File: src/rtl/spi_slave_byte.sv
// SPI mode-0 byte-level slave: oversampled SCK/CS_n/MOSI, valid/ready rx and tx byte ports.
// Optional SPI_SLAVE_OVERRUN_EN: drop bytes on overrun and expose rx_ovr / ovr_cnt.
module spi_slave_byte #(
   parameter logic [7:0] DEFAULT_TX = 8'hFF
) (
   input  logic       clk,
   input  logic       rst,
   input  logic       spi_sck_i,
   input  logic       spi_cs_n_i,
   input  logic       spi_mosi_i,
   output logic       spi_miso_o,
   output logic       spi_miso_oe,
   input  logic [7:0] wdata,
   input  logic       wvalid,
   output logic       wready,
   output logic [7:0] rdata,
   output logic       rvalid,
   input  logic       rready,
`ifdef SPI_SLAVE_OVERRUN_EN
   output logic       rx_ovr,
   output logic [7:0] ovr_cnt,
`endif
   output logic       busy
);

   localparam logic [0:0] ST_IDLE   = 1'b0;
   localparam logic [0:0] ST_ACTIVE = 1'b1;

   // Stage 0/1 form the synchronizer, stage 2 is the edge-detect history.
   logic [2:0] sck_q, sck_d;
   logic [2:0] cs_n_q, cs_n_d;
   logic [2:0] mosi_q, mosi_d;

   logic [0:0] state_q, state_d;
   logic [2:0] bit_cnt_q, bit_cnt_d;
   logic [7:0] tx_sr_q, tx_sr_d;
   logic [7:0] rx_sr_q, rx_sr_d;
   logic [7:0] stage_q, stage_d;
   logic [7:0] hold_q, hold_d;
   logic       hold_full_q, hold_full_d;
   logic       miso_q, miso_d;
   logic       miso_oe_q, miso_oe_d;
   logic [7:0] rdata_q, rdata_d;
   logic       rvalid_q, rvalid_d;
`ifdef SPI_SLAVE_OVERRUN_EN
   logic       rx_ovr_q, rx_ovr_d;
   logic [7:0] ovr_cnt_q, ovr_cnt_d;
`endif

   logic       sck_rise, sck_fall, cs_fall, cs_rise;
   logic       byte_done;
   logic [7:0] rx_byte;
   logic [7:0] next_tx;

   always_comb begin
      sck_d    = {sck_q[1:0], spi_sck_i};
      cs_n_d   = {cs_n_q[1:0], spi_cs_n_i};
      mosi_d   = {mosi_q[1:0], spi_mosi_i};
      sck_rise = sck_q[1] & ~sck_q[2];
      sck_fall = ~sck_q[1] & sck_q[2];
      cs_fall  = ~cs_n_q[1] & cs_n_q[2];
      cs_rise  = cs_n_q[1] & ~cs_n_q[2];
      rx_byte  = {rx_sr_q[6:0], mosi_q[1]};
      next_tx  = hold_full_q ? hold_q : DEFAULT_TX;
   end

   always_comb begin
      // NOTE: every _d starts at its _q value so no path through this block can infer a latch.
      state_d     = state_q;
      bit_cnt_d   = bit_cnt_q;
      tx_sr_d     = tx_sr_q;
      rx_sr_d     = rx_sr_q;
      stage_d     = stage_q;
      hold_d      = hold_q;
      hold_full_d = hold_full_q;
      miso_d      = miso_q;
      miso_oe_d   = miso_oe_q;
      rdata_d     = rdata_q;
      rvalid_d    = rvalid_q;
      byte_done   = 1'b0;
`ifdef SPI_SLAVE_OVERRUN_EN
      rx_ovr_d    = 1'b0;
      ovr_cnt_d   = ovr_cnt_q;
`endif

      if (rvalid_q && rready) rvalid_d = 1'b0;

      // Writes only land when empty, so they can never collide with a consume below.
      if (wvalid && !hold_full_q) begin
         hold_d      = wdata;
         hold_full_d = 1'b1;
      end

      case (state_q)
         ST_IDLE: begin
            if (cs_fall) begin
               state_d     = ST_ACTIVE;
               tx_sr_d     = next_tx;
               miso_d      = next_tx[7];
               miso_oe_d   = 1'b1;
               bit_cnt_d   = 3'd0;
               if (hold_full_q) hold_full_d = 1'b0;
            end
         end
         default: begin
            if (cs_rise) begin
               state_d   = ST_IDLE;
               bit_cnt_d = 3'd0;
               miso_oe_d = 1'b0;
               miso_d    = 1'b1;
            end else if (sck_rise) begin
               rx_sr_d   = rx_byte;
               bit_cnt_d = bit_cnt_q + 3'd1;
               if (bit_cnt_q == 3'd7) begin
                  byte_done = 1'b1;
                  stage_d   = next_tx;
                  if (hold_full_q) hold_full_d = 1'b0;
               end
            end else if (sck_fall) begin
               // bit_cnt==0 on a fall means a byte just finished: switch to the staged byte.
               if (bit_cnt_q != 3'd0) begin
                  tx_sr_d = {tx_sr_q[6:0], 1'b0};
                  miso_d  = tx_sr_q[6];
               end else begin
                  tx_sr_d = stage_q;
                  miso_d  = stage_q[7];
               end
            end
         end
      endcase

      if (byte_done) begin
`ifdef SPI_SLAVE_OVERRUN_EN
         if (rvalid_q && !rready) begin
            rx_ovr_d = 1'b1;
            if (ovr_cnt_q != 8'hFF) ovr_cnt_d = ovr_cnt_q + 8'd1;
         end else begin
            rdata_d  = rx_byte;
            rvalid_d = 1'b1;
         end
`else
         rdata_d  = rx_byte;
         rvalid_d = 1'b1;
`endif
      end
   end

   // NOTE: sequential state uses non-blocking assignments only, so every flop sees pre-edge values.
   always_ff @(posedge clk or posedge rst) begin
      if (rst) begin
         sck_q       <= 3'b000;
         cs_n_q      <= 3'b111;
         mosi_q      <= 3'b000;
         state_q     <= ST_IDLE;
         bit_cnt_q   <= 3'd0;
         tx_sr_q     <= 8'd0;
         rx_sr_q     <= 8'd0;
         stage_q     <= 8'd0;
         hold_q      <= 8'd0;
         hold_full_q <= 1'b0;
         miso_q      <= 1'b1;
         miso_oe_q   <= 1'b0;
         rdata_q     <= 8'd0;
         rvalid_q    <= 1'b0;
`ifdef SPI_SLAVE_OVERRUN_EN
         rx_ovr_q    <= 1'b0;
         ovr_cnt_q   <= 8'd0;
`endif
      end else begin
         sck_q       <= sck_d;
         cs_n_q      <= cs_n_d;
         mosi_q      <= mosi_d;
         state_q     <= state_d;
         bit_cnt_q   <= bit_cnt_d;
         tx_sr_q     <= tx_sr_d;
         rx_sr_q     <= rx_sr_d;
         stage_q     <= stage_d;
         hold_q      <= hold_d;
         hold_full_q <= hold_full_d;
         miso_q      <= miso_d;
         miso_oe_q   <= miso_oe_d;
         rdata_q     <= rdata_d;
         rvalid_q    <= rvalid_d;
`ifdef SPI_SLAVE_OVERRUN_EN
         rx_ovr_q    <= rx_ovr_d;
         ovr_cnt_q   <= ovr_cnt_d;
`endif
      end
   end

   assign spi_miso_o  = miso_q;
   assign spi_miso_oe = miso_oe_q;
   assign wready      = ~hold_full_q;
   assign rdata       = rdata_q;
   assign rvalid      = rvalid_q;
   assign busy        = (state_q == ST_ACTIVE);
`ifdef SPI_SLAVE_OVERRUN_EN
   assign rx_ovr      = rx_ovr_q;
   assign ovr_cnt     = ovr_cnt_q;
`endif

endmodule

File: config.mk
export PLATFORM = sky130hd
export DESIGN_NAME = spi_slave_byte
export DESIGN_NICKNAME = d
export VERILOG_FILES = /design/src/rtl/spi_slave_byte.sv
export SDC_FILE = /design/constraint.sdc
export NUM_CORES = 1
export LEC_CHECK = 0
export BUFFER_PORTS_ARGS = -buffer_cell sky130_fd_sc_hd__buf_2
export CORE_AREA = 2 2 75 112
export DETAILED_ROUTE_END_ITERATION = 12
export DIE_AREA = 0 0 77 114
export HOLD_SLACK_MARGIN = 0.02
export SYNTH_ARGS = -nofsm -noshare
export SYNTH_HDL_FRONTEND = slang
export SYNTH_SLANG_ARGS = --single-unit
File: constraint.sdc
create_clock -name clk -period 1.98 [get_ports clk]
set_clock_uncertainty 0.2 [all_clocks]
set_input_delay 0.099 -clock clk [delete_from_list [all_inputs] [get_ports clk]]
set_output_delay 0.099 -clock clk [all_outputs]
set_load 0.05 [all_outputs]
Word-level counts from Yosys, hierarchy flattened
Index checks and enable logic that the tools add are counted.
{ "word_totals": {"register_bits": 54, "in_bits": 15, "output_inout_bits": 13, "elab_cells": 81} }
{ "classes": {"add_sub_neg": 1, "eq_ne": 8, "mux": 36, "bitwise_logic": 10, "n_reduce_logical": 12} }
{ "ops": {"columns": ["cell", "count"], "rows": [
  ["2-to-1 mux 7 bit", 6],
  ["2-to-1 mux 1 bit", 25],
  ["2-to-1 mux 3 bit", 4],
  ["2-to-1 mux 8 bit", 1],
  ["AND reduction 4 bit", 2],
  ["!= test 3 x 1 -> 1 bit (second input constant)", 2],
  ["NOT 1 bit", 6],
  ["AND reduction 3 bit", 2],
  ["AND 1 bit", 4],
  ["!= test 2 x 1 -> 1 bit (second input constant)", 2],
  ["!= test 2 bit (second input constant)", 2],
  ["AND reduction 2 bit", 2],
  ["nonzero test 2 bit", 2],
  ["adder 3 x 1 -> 3 bit (second input constant)", 1],
  ["equality test 3 bit (second input constant)", 1],
  ["!= test 3 x 2 -> 1 bit (second input constant)", 1],
  ["nonzero test 3 bit", 1],
  ["logical AND 1 bit", 2],
  ["zero test 1 bit", 1]
]} }

Longest topological paths before layout
{ "logic_depth": {"depth_word": 8, "depth_mapped": 7, "depth_no_buf": 6} }

Worst setup path before layout
No wires, ideal clock.
{ "synth_path": {"path_kind": "flip-flop to flip-flop", "from": "register state_q, in the netlist busy", "to": "register tx_sr_q[1]", "setup_ns": 0.103, "arrival_time_ns": 1.542, "t_required_ns": 1.677, "slack_ns": 0.135, "path_stages_with_launch": 6, "n_path_buf": 2, "period_less_slack_ns": 1.845, "path_cell_list": "dfrtp_1 -> buf_6 -> nor3b_4 -> a31oi_2 -> buf_6 -> o41ai_2"} }
{ "synth_between": {"elab_chain_cells": 2, "elab_cells_between_ends": 6, "cone_classes": "eq/ne: 3; mux: 1; reduce/logical: 2"} }
{ "synth_lines": {"columns": ["item", "line_no", "rtl"], "rows": [
  ["from (decl)", "34", "logic [0:0] state_q, state_d;"],
  ["from (signal assigned)", "173", "state_q <= state_d;"],
  ["!= test 2 bit (no source line) (tied with other cells)", null, null],
  ["AND reduction 4 bit (no source line)", null, null],
  ["to (signal assigned)", "175", "tx_sr_q <= tx_sr_d;"],
  ["to (decl)", "36", "logic [7:0] tx_sr_q, tx_sr_d;"]
]} }
Several ways; a longest one is shown, not always the timed one.
A chain may end at the register's enable or synchronous reset.

Worst setup path after layout
{ "layout_path": {"from": "register cs_n_q[2]", "to": "register stage_q[2]"} }
{ "layout_between": {"elab_chain_cells": 4} }
{ "layout_lines": {"columns": ["item", "line_no", "rtl"], "rows": [
  ["from (decl)", "31", "logic [2:0] cs_n_q, cs_n_d;"],
  ["from (signal assigned)", "171", "cs_n_q <= cs_n_d;"],
  ["NOT 1 bit", "62", "cs_rise = cs_n_q[1] & ~cs_n_q[2];"],
  ["AND 1 bit", "62", null],
  ["NOT 1 bit (no source line)", null, null],
  ["AND reduction 4 bit (no source line)", null, null],
  ["to (signal assigned)", "177", "stage_q <= stage_d;"],
  ["to (decl)", "38", "logic [7:0] stage_q, stage_d;"]
]} }
Every way passes these cells.

==> flow_summary.json <==
{
  "fmax_mhz": 542.2,
  "async_flop_share": 1.000,
  "htreeDepth": 2,
  "grt_max_degree": 32,
  "cp_max_fo": 19,
  "synthMuxAreaShare": 0.1219,
  "drv_slew": 0,
  "grt_pass1_wl_um": 7383,
  "cts.sink_count": 54,
  "synth_nets": 205,
  "drive_gt1_frac": 0.3348,
  "cts_tree": "built",
  "arrival_ns": 1.82,
  "initial_utilization": 0.2894,
  "yosysSeqAreaShare": 0.5927,
  "synth_top_family_by_area": "simple AND/OR/NAND/NOR gates",
  "grt_antenna_before_repair": 0,
  "grt_setup_unrepaired": "no",
  "tightest_slew_ns": 0.5279,
  "ant_nets": 0,
  "cts_resized": 0,
  "synth.most_common_cell": "dfrtp_1",
  "drt-pass1-iter-count": 4,
  "period_minus_slack_ns": 1.844,
  "drtIter0Drc": 26,
  "yosys.area.top_type_share": 0.5467,
  "synthAdderAreaFrac": 0.01640,
  "globalRouteOverflowTotal": 0,
  "crit_required_ns": 1.96,
  "wl_um": 4258,
  "drv_cap": 0,
  "critPathLaunchType": "flip-flop",
  "avgSynthCellArea_um2": 12.24,
  "crit_type": "reg -> reg",
  "syn_area_um2": 2288,
  "cts-root-buf": "clkbuf_16",
  "relSlewSlack": 0.6477,
  "via_count": 1507,
  "antennaDiodeCount": 0,
  "p_leak_nw": 1.357,
  "ys_seq_elements": 54,
  "synth_edf_count": 0,
  "wl_per_cell_um": 12.60,
  "drc": 0,
  "synth_area_leaders": "dfrtp_1, mux2_2, dfstp_2, nand2_1, o21ai_0",
  "die_area_um2": 8778,
  "die_width_um": 77,
  "placeableCoreArea_um2": 7908,
  "hpwl_um": 3066,
  "hold_viol": 0,
  "synthXorXnorAreaFrac": 0,
  "grt_pass1_vias": 1555,
  "clock_latency_ns": 0.29,
  "syn_to_final_growth_pct": 26.24,
  "outcome": "complete, no violations",
  "final.fill_count": 820,
  "vdd_drop_max_mv": 0.6471,
  "yosys_warnings": 0,
  "synth_top_area_cell": "dfrtp_1",
  "io_buffers": 27,
  "clk_pin_slew_ns": 0.07,
  "post_cts_buffers": 0,
  "die_y_um": 114,
  "synthCells": 187,
  "tns_ns": 0,
  "yosysUniqueCellTypes": 31,
  "cp-end-kind": "flip-flop",
  "row_count": 40,
  "power_density_nw_per_um2": 1184,
  "synth_flop_cell": "dfrtp_1",
  "routabilityCongestion": 0.7138,
  "hold_path_class": "in -> reg",
  "fin_crit_sh": 0.9315,
  "setup_violations": 0,
  "clock_path_buffers": 2,
  "grtUsageTotal": 0.1059,
  "numCtsBuffers": 5,
  "cts_hold_buf": 13,
  "io_pins": 28,
  "whs_ns": 0.1256,
  "viasPerCell": 4.459,
  "yosys.area_share.simple": 0.1427,
  "synthTopCellsByCount": "dfrtp_1, mux2_2, nand2_1",
  "synth-compound-area-share": 0.08529,
  "nets": 250
}
[sequential cells by signal, summed over array words and instances (netlist names)]
| register | flops |
|---|---|
| hold_q | 8 |
| rdata | 8 |
| stage_q | 8 |
| rx_sr_q | 7 |
| tx_sr_q | 7 |
| bit_cnt_q | 3 |
| cs_n_q | 3 |
| sck_q | 3 |
| mosi_q | 2 |
| busy | 1 |
| hold_full_q | 1 |
| rvalid | 1 |
| spi_miso_o | 1 |
| spi_miso_oe | 1 |
[path summary, 6_finish.rpt]
path	start	endpoint	slack, ns	cells after the start
hold reg to reg	mosi_q[0]	mosi_q[1]	0.15	0
hold / removal	wvalid	hold_full_q	0.13	4
setup reg to reg	cs_n_q[2]	stage_q[2]	0.14	5
min in group asynchronous	rst	rvalid	0.18	3
max in group asynchronous	rst	cs_n_q[2]	0.78	4
setup / recovery	cs_n_q[2]	stage_q[2]	0.14	5
[power breakdown]
group | switching, mW | internal, mW
Clock | 0.385 | 0.759
Combinational | 0.398 | 0.344
Sequential | 0.178 | 1.36
[placed cells by master, fill, tap and decap left out]
| cell | count |
|---|---|
| nand4_1 | 2 |
| a21oi_1 | 1 |
| o41ai_1 | 4 |
| clkbuf_8 | 1 |
| buf_12 | 1 |
| ha_1 | 3 |
| a21o_1 | 2 |
| inv_1 | 6 |
| buf_2 | 27 |
| nand2_1 | 20 |
| and2b_1 | 1 |
| and2b_2 | 1 |
| a31oi_2 | 1 |
| inv_2 | 1 |
| dfstp_2 | 4 |
| clkbuf_16 | 5 |
| a211o_1 | 1 |
| o21a_1 | 1 |
| nor2b_1 | 3 |
| mux2_2 | 23 |
| mux2i_1 | 2 |
| dlygate4sd3_1 | 13 |
| nor3b_1 | 6 |
| o41ai_2 | 2 |
| nand3_2 | 1 |
| nand2b_1 | 3 |
| o21ai_0 | 14 |
| nor2_1 | 16 |
| buf_4 | 7 |
| dfrtp_1 | 50 |
| nand4_4 | 1 |
| nor3_1 | 6 |
| bufinv_16 | 2 |
| o22a_1 | 1 |
| nor3b_4 | 1 |
[final cells by class]
class | count | area, um2 | area share
clock buffers | 6 | 138.9 | 0.04807
clock inverters | 2 | 60.06 | 0.02079
inverters | 7 | 26.28 | 0.009095
multi-input cells | 116 | 838.3 | 0.2902
flip-flops and latches | 54 | 1356 | 0.4695
well taps | 105 | 131.4 | 0.04547
repair buffers | 48 | 337.8 | 0.1169
[per-stage QoR]
step	total power, mW	worst slack [ns]	util	instance area (um2)	cells
after floorplan	2.079	0.1345	-	2288	187
after global placement	2.265	0.1850	0.3237	2560	317
after detailed placement	2.285	0.1379	0.3237	2560	317
final	3.419	0.1355	0.3653	2889	338
after global routing	3.606	0.009489	0.3653	2889	338
after CTS	3.455	0.1208	0.3653	2889	338
[critical path, stage by stage (launching register included)]
cell      delay (ns)
dfstp_2         0.54
nand2b_1        0.26
nand4_4         0.33
buf_4           0.28
nand2_1         0.06
o21ai_0         0.07
[routing by layer]
| layer | up-vias | wire, um | track usage |
|---|---|---|---|
| met5 | - | 0 | 0 |
| met4 | 0 | 130 | 0.06310 |
| met3 | 7 | 58 | 0.01345 |
| met2 | 17 | 2270 | 0.1830 |
| met1 | 749 | 1799 | 0.1257 |
| li1 | 734 | - | - |
[logic make-up (layout without fill, tap and decap cells)]
kind of cell / after synthesis / after routing
muxes: 25 / 25
buffers and inverters: 17 / 63
DFF: 54 / 54
adders and majority gates: 3 / 3
and+or+nand+nor: 61 / 61
AOI/OAI and AO/OA: 27 / 27
Note: power is estimated with default switching activity, not from simulation.
